File: config.mk
export PLATFORM = sky130hd
export DESIGN_NAME = mem_arbiter
export DESIGN_NICKNAME = d
export VERILOG_FILES = /design/src/rtl/mem_arb_pkg.sv /design/src/rtl/mem_arb_rr.sv /design/src/rtl/mem_arbiter.sv
export SDC_FILE = /design/constraint.sdc
export NUM_CORES = 1
export LEC_CHECK = 0
export CAP_MARGIN = 5
export CORE_AREA = 2 2 289 291
export DETAILED_ROUTE_END_ITERATION = 10
export DIE_AREA = 0 0 291 293
export GPL_TIMING_DRIVEN = 0
export PLACE_DENSITY = 0.45
export SLEW_MARGIN = 0
export SYNTH_ARGS = -nofsm -noshare
export SYNTH_HDL_FRONTEND = slang
export SYNTH_SLANG_ARGS = --single-unit
File: constraint.sdc
create_clock -name clk -period 2.04 [get_ports clk]
set_clock_uncertainty 0.15 [all_clocks]
set_input_delay 0.408 -clock clk [delete_from_list [all_inputs] [get_ports clk]]
set_output_delay 0.408 -clock clk [all_outputs]
set_load 0.01 [all_outputs]
File: src/rtl/mem_arb_pkg.sv
// Shared types and default widths for the I/D memory-port arbiter.
package mem_arb_pkg;

   localparam int DEF_ADDR_WIDTH = 32;
   localparam int DEF_LINE_BYTES = 16;

   typedef enum logic [1:0] {S_IDLE, S_ISSUE, S_WAIT} state_t;
   typedef enum logic {OWN_I, OWN_D} owner_t;

   // req[0] = I-cache, req[1] = D-cache; on a tie the cache that did not win last time goes next.
   function automatic owner_t rr_pick(input logic [1:0] req, input owner_t last);
      owner_t w;
      case (req)
         2'b11:   w = (last == OWN_I) ? OWN_D : OWN_I;
         2'b10:   w = OWN_D;
         default: w = OWN_I;
      endcase
      return w;
   endfunction

endpackage

File: src/rtl/mem_arb_rr.sv
// Two-way round-robin picker: remembers the last winner and resolves ties toward the other cache.
module mem_arb_rr
   import mem_arb_pkg::*;
(
   input  logic       clk,
   input  logic       rstn,
   input  logic [1:0] req,
   input  logic       accept,
   output owner_t     winner
);

   owner_t last_owner_q;
   owner_t last_owner_d;

   always_comb begin
      winner       = rr_pick(req, last_owner_q);
      last_owner_d = accept ? winner : last_owner_q;
   end

   // Reset to I so that D wins the first collision.
   always_ff @(posedge clk or negedge rstn) begin
      if (!rstn) last_owner_q <= OWN_I;
      else       last_owner_q <= last_owner_d;
   end

endmodule

File: src/rtl/mem_arbiter.sv
// Shares one line-wide memory port between the I-cache and D-cache, one transaction at a time,
// with round-robin arbitration and responses routed only to the owning cache.
module mem_arbiter
   import mem_arb_pkg::*;
#(
   parameter int ADDR_WIDTH = DEF_ADDR_WIDTH,
   parameter int LINE_BYTES = DEF_LINE_BYTES
) (
   input  logic                    clk,
   input  logic                    rstn,
   input  logic                    i_req,
   input  logic [ADDR_WIDTH-1:0]   i_addr,
   output logic                    i_gnt,
   output logic                    i_rvalid,
   output logic [LINE_BYTES*8-1:0] i_rdata,
   input  logic                    d_req,
   input  logic                    d_we,
   input  logic [ADDR_WIDTH-1:0]   d_addr,
   input  logic [LINE_BYTES*8-1:0] d_wdata,
   output logic                    d_gnt,
   output logic                    d_rvalid,
   output logic [LINE_BYTES*8-1:0] d_rdata,
   output logic                    mem_req,
   output logic                    mem_we,
   output logic [ADDR_WIDTH-1:0]   mem_addr,
   output logic [LINE_BYTES*8-1:0] mem_wdata,
   input  logic                    mem_gnt,
   input  logic                    mem_rvalid,
   input  logic [LINE_BYTES*8-1:0] mem_rdata
);

   localparam int LINE_BITS = LINE_BYTES * 8;

   state_t                state_q, state_d;
   owner_t                owner_q, owner_d;
   logic                  mem_req_q, mem_req_d;
   logic                  mem_we_q, mem_we_d;
   logic [ADDR_WIDTH-1:0] mem_addr_q, mem_addr_d;
   logic [LINE_BITS-1:0]  mem_wdata_q, mem_wdata_d;
   logic                  i_gnt_q, i_gnt_d, d_gnt_q, d_gnt_d;
   logic                  i_rvalid_q, i_rvalid_d, d_rvalid_q, d_rvalid_d;
   logic [LINE_BITS-1:0]  i_rdata_q, i_rdata_d, d_rdata_q, d_rdata_d;
   logic                  accept;
   logic                  complete;
   owner_t                winner;

   mem_arb_rr u_rr (
      .clk    (clk),
      .rstn   (rstn),
      .req    ({d_req, i_req}),
      .accept (accept),
      .winner (winner)
   );

   always_comb begin
      state_d     = state_q;
      owner_d     = owner_q;
      mem_req_d   = mem_req_q;
      mem_we_d    = mem_we_q;
      mem_addr_d  = mem_addr_q;
      mem_wdata_d = mem_wdata_q;
      i_gnt_d     = 1'b0;
      d_gnt_d     = 1'b0;
      i_rvalid_d  = 1'b0;
      d_rvalid_d  = 1'b0;
      i_rdata_d   = i_rdata_q;
      d_rdata_d   = d_rdata_q;
      accept      = 1'b0;
      complete    = 1'b0;

      case (state_q)
         S_IDLE: begin
            if (i_req || d_req) begin
               accept    = 1'b1;
               owner_d   = winner;
               mem_req_d = 1'b1;
               state_d   = S_ISSUE;
               if (winner == OWN_D) begin
                  d_gnt_d     = 1'b1;
                  mem_addr_d  = d_addr;
                  mem_we_d    = d_we;
                  mem_wdata_d = d_wdata;
               end else begin
                  i_gnt_d     = 1'b1;
                  mem_addr_d  = i_addr;
                  mem_we_d    = 1'b0;
                  mem_wdata_d = '0;
               end
            end
         end
         S_ISSUE: begin
            if (mem_gnt) begin
               mem_req_d = 1'b0;
               // A memory that accepts and completes in the same cycle skips S_WAIT.
               if (mem_rvalid) begin
                  complete = 1'b1;
                  state_d  = S_IDLE;
               end else begin
                  state_d  = S_WAIT;
               end
            end
         end
         S_WAIT: begin
            if (mem_rvalid) begin
               complete = 1'b1;
               state_d  = S_IDLE;
            end
         end
         default: state_d = S_IDLE;
      endcase

      // Write acks pulse rvalid but leave the owner's last read line in place.
      if (complete) begin
         if (owner_q == OWN_D) begin
            d_rvalid_d = 1'b1;
            if (!mem_we_q) d_rdata_d = mem_rdata;
         end else begin
            i_rvalid_d = 1'b1;
            if (!mem_we_q) i_rdata_d = mem_rdata;
         end
      end
   end

   always_ff @(posedge clk or negedge rstn) begin
      if (!rstn) begin
         state_q     <= S_IDLE;
         owner_q     <= OWN_I;
         mem_req_q   <= 1'b0;
         mem_we_q    <= 1'b0;
         mem_addr_q  <= '0;
         mem_wdata_q <= '0;
         i_gnt_q     <= 1'b0;
         d_gnt_q     <= 1'b0;
         i_rvalid_q  <= 1'b0;
         d_rvalid_q  <= 1'b0;
         i_rdata_q   <= '0;
         d_rdata_q   <= '0;
      end else begin
         state_q     <= state_d;
         owner_q     <= owner_d;
         mem_req_q   <= mem_req_d;
         mem_we_q    <= mem_we_d;
         mem_addr_q  <= mem_addr_d;
         mem_wdata_q <= mem_wdata_d;
         i_gnt_q     <= i_gnt_d;
         d_gnt_q     <= d_gnt_d;
         i_rvalid_q  <= i_rvalid_d;
         d_rvalid_q  <= d_rvalid_d;
         i_rdata_q   <= i_rdata_d;
         d_rdata_q   <= d_rdata_d;
      end
   end

   assign i_gnt     = i_gnt_q;
   assign d_gnt     = d_gnt_q;
   assign i_rvalid  = i_rvalid_q;
   assign d_rvalid  = d_rvalid_q;
   assign i_rdata   = i_rdata_q;
   assign d_rdata   = d_rdata_q;
   assign mem_req   = mem_req_q;
   assign mem_we    = mem_we_q;
   assign mem_addr  = mem_addr_q;
   assign mem_wdata = mem_wdata_q;

endmodule

==> impl_metrics.ini <==
[yosys]
synth_edf_count = 0
ys_ff_latch = 425
syn-instance-count = 970
synth_nets = 1300
postSynth.asyncResetShare_pct = 100
synth.distinct_cells = 27
syn_avg_cell_area_um2 = 16.3
synth_top_area_share_pct = 67.5
synth_area_leaders = dfrtp_1, mux2_2, a22o_1
synth_ff_type = dfrtp_1
synth_area_mm2 = 0.0158
yosysTopAreaCell = dfrtp_1
yosysWarningCount = 0
yosysSeqAreaShare_pct = 67.5

[routing]
num_vias = 11900
dr.pass1.iters = 7
drtIter0Drc = 370
drt-vias-per-instance = 4.08
ant_nets = 0
drc = 0
wl_per_cell_um = 22.0
totalWireLength_um = 64300

[sta]
slew_headroom_pct = 66.8
rsz0062_at_grt = yes
report.final.slew_viol_count = 0
worst_pin_slew_ps = 498
fmax_mhz = 451
setup_viol = 250
finalSetupTns_ps = -23490
fin_ws_ps = -178
fin_crit_ps = 2220
min_period_over_period_pct = 109
hold_viol = 0
holdWs_ps = 165

[global_routing]
grt_start_max_net_pins = 117
grt_usage_pct = 14.0
grt_pass1_vias = 13100
grt-ovfl-total = 0
antenna_found_initial = 6
grt_pass1_wl_um = 89900

[cts]
cts_tree = done
htreeDepth = 2
numCtsBuffers = 52
clk_latency_ps = 590
cts_sinks = 425
cts-root-buf = clkbuf_16
path_clk_slew_ps = 60
cts_buffer_depth = 3

[power_and_ir_drop]
switching_share_pct = 31.7
power.density_mw_per_mm2 = 1490
power_mw = 43.1
pwr-share-clk_pct = 23.1
p_comb_share_pct = 43.3
vdd_drop_max_mv = 0.861
seqPwrFrac_pct = 33.6
p_leak_nw = 17.3
switchingPower_mw = 13.7
intPower_mw = 29.4

[finish]
nNetsFinal = 2135
area_growth_syn_to_layout_pct = 83.9
n_fill_cell = 7883
layout_commonest_cell = dfrtp_1
multi_input_area_mm2 = 0.00527
drive_gt1_share_pct = 24.6
mostFrequentLayoutCells = dfrtp_1, dlymetal6s2s_1, clkdlybuf4s50_1
ff_latch_area_mm2 = 0.0106

[die]
core_mm2 = 0.0818
die_width_um = 291
start_util_pct = 19.3
dieArea_mm2 = 0.0853
fp-row-count = 105
io_pins = 749
dieHeight_um = 293

[worst_setup_path]
crit_path_end_kind = register
critPathArrivalTime_ps = 2530
crit_required_ps = 2350
startpoint_type = register
cp_max_fo = 10
path_class = register to register

[placement]
numPortBuffers = 748
dp_hpwl_um = 46400
gp_congestion = 0.791

[status]
outcome = finished with violations
violations = negative setup slack

[flow_run]
drv_cap = 0

[hold_path]
hp-class = primary input to asynchronous set/reset pin
## kinds of logic (layout without fill, tap and decap cells)
family                     after synthesis  in the layout  share of synthesized area [%]
DFF                                    425            425                           67.5
adders and majority gates                3              3                          0.238
buffers and inverters                   69            942                           2.60
and+or+nand+nor                         47             47                           1.80
muxes                                  257            257                           18.4
other                                    0              5                              0
AOI/OAI and AO/OA                      169            169                           9.53
## timing repair
action	in CTS	in global routing
gates resized for setup	142	551
hold buffers	1	0
buffers inserted	8	6
endpoints found under the hold margin	126	0
gates cloned	6	11
pin swaps	3	2
setup endpoints to repair	843	877
## sequential cells by signal, indices dropped and copies added (netlist names), 2 cells and up
register,cells
mem_wdata,128
mem_addr,32
state_q,2
d_rdata,128
i_rdata,128
## cell usage after synthesis, types with 2 or more instances
| cell type | number |
|---|---|
| mux2_2 | 257 |
| inv_1 | 3 |
| ha_1 | 3 |
| and2_0 | 20 |
| buf_6 | 6 |
| clkbuf_8 | 8 |
| nand2_1 | 5 |
| a21o_1 | 2 |
| nor3_1 | 2 |
| dfrtp_1 | 425 |
| a22o_1 | 129 |
| a21oi_1 | 3 |
| and2_1 | 12 |
| buf_2 | 21 |
| clkbuf_1 | 30 |
| a221o_1 | 32 |
| nand2b_1 | 2 |
## area by class of cell
cell class                      count  share of cell area (%)
Tap cell                         1070                    4.62
Inverter                            3                  0.0388
Timing Repair Buffer              783                    31.6
Sequential cell                   425                    36.7
Antenna cell                        5                  0.0432
Clock inverter                     15                   0.915
Multi-Input combinational cell    476                    18.2
Clock buffer                       77                    5.48
Buffer                             64                    2.41
## power groups by stage
stage,clock [mW],combinational [mW],sequential [mW]
after floorplan,0,5.41,16.2
after global placement,0,18.3,14.6
after detailed placement,0,18.4,14.6
after CTS,10.3,18.9,14.6
after global routing,10.7,19.8,15.0
final,9.96,18.6,14.5
## stage by stage
stage	area, um2	setup slack [ps]	util [%]	cells
floorplan	15800	-0.890	-	970
global placement	24600	-19090	30.0	2788
detailed placement	24700	-1710	30.2	2792
CTS	27200	-200	33.2	2899
global route	29000	-216	35.4	2917
finish	29000	-178	35.4	2918
## final timing paths
path | startpoint | end | slack [ps] | cells past startpoint
setup reg to reg | state_q[1]$_DFFE_PN0P_ | i_rdata[109]$_DFFE_PN0P_ | -180 | 7
hold / removal | rstn | i_rdata[92]$_DFFE_PN0P_ | 170 | 2
min in group clk | d_wdata[19] | mem_wdata[19]$_DFFE_PN0P_ | 270 | 2
max in group asynchronous | rstn | mem_wdata[49]$_DFFE_PN0P_ | 410 | 4
setup / recovery | state_q[1]$_DFFE_PN0P_ | i_rdata[109]$_DFFE_PN0P_ | -180 | 7
hold reg to reg | mem_wdata[58]$_DFFE_PN0P_ | mem_wdata[58]$_DFFE_PN0P_ | 340 | 1
## metal layers
layer  GRT usage, %  wire (um)  part of all wire, %  vias to the layer above
li1               -          -                    -                     5278
met1           15.5      24600                   38                     5992
met2           24.7      32300                   50                      529
met3           5.19       5440                  8.5                      102
met4           4.79       1930                  3.0                        4
met5              0         17                0.026                        -
## critical path, stage by stage (launching register included)
cell      delay, ps
dfrtp_1         390
inv_2           120
ha_4            170
a21oi_4          70
or4_4           520
clkbuf_8        210
buf_6           170
mux2_2          280
Power figures use the tool's default switching activity.
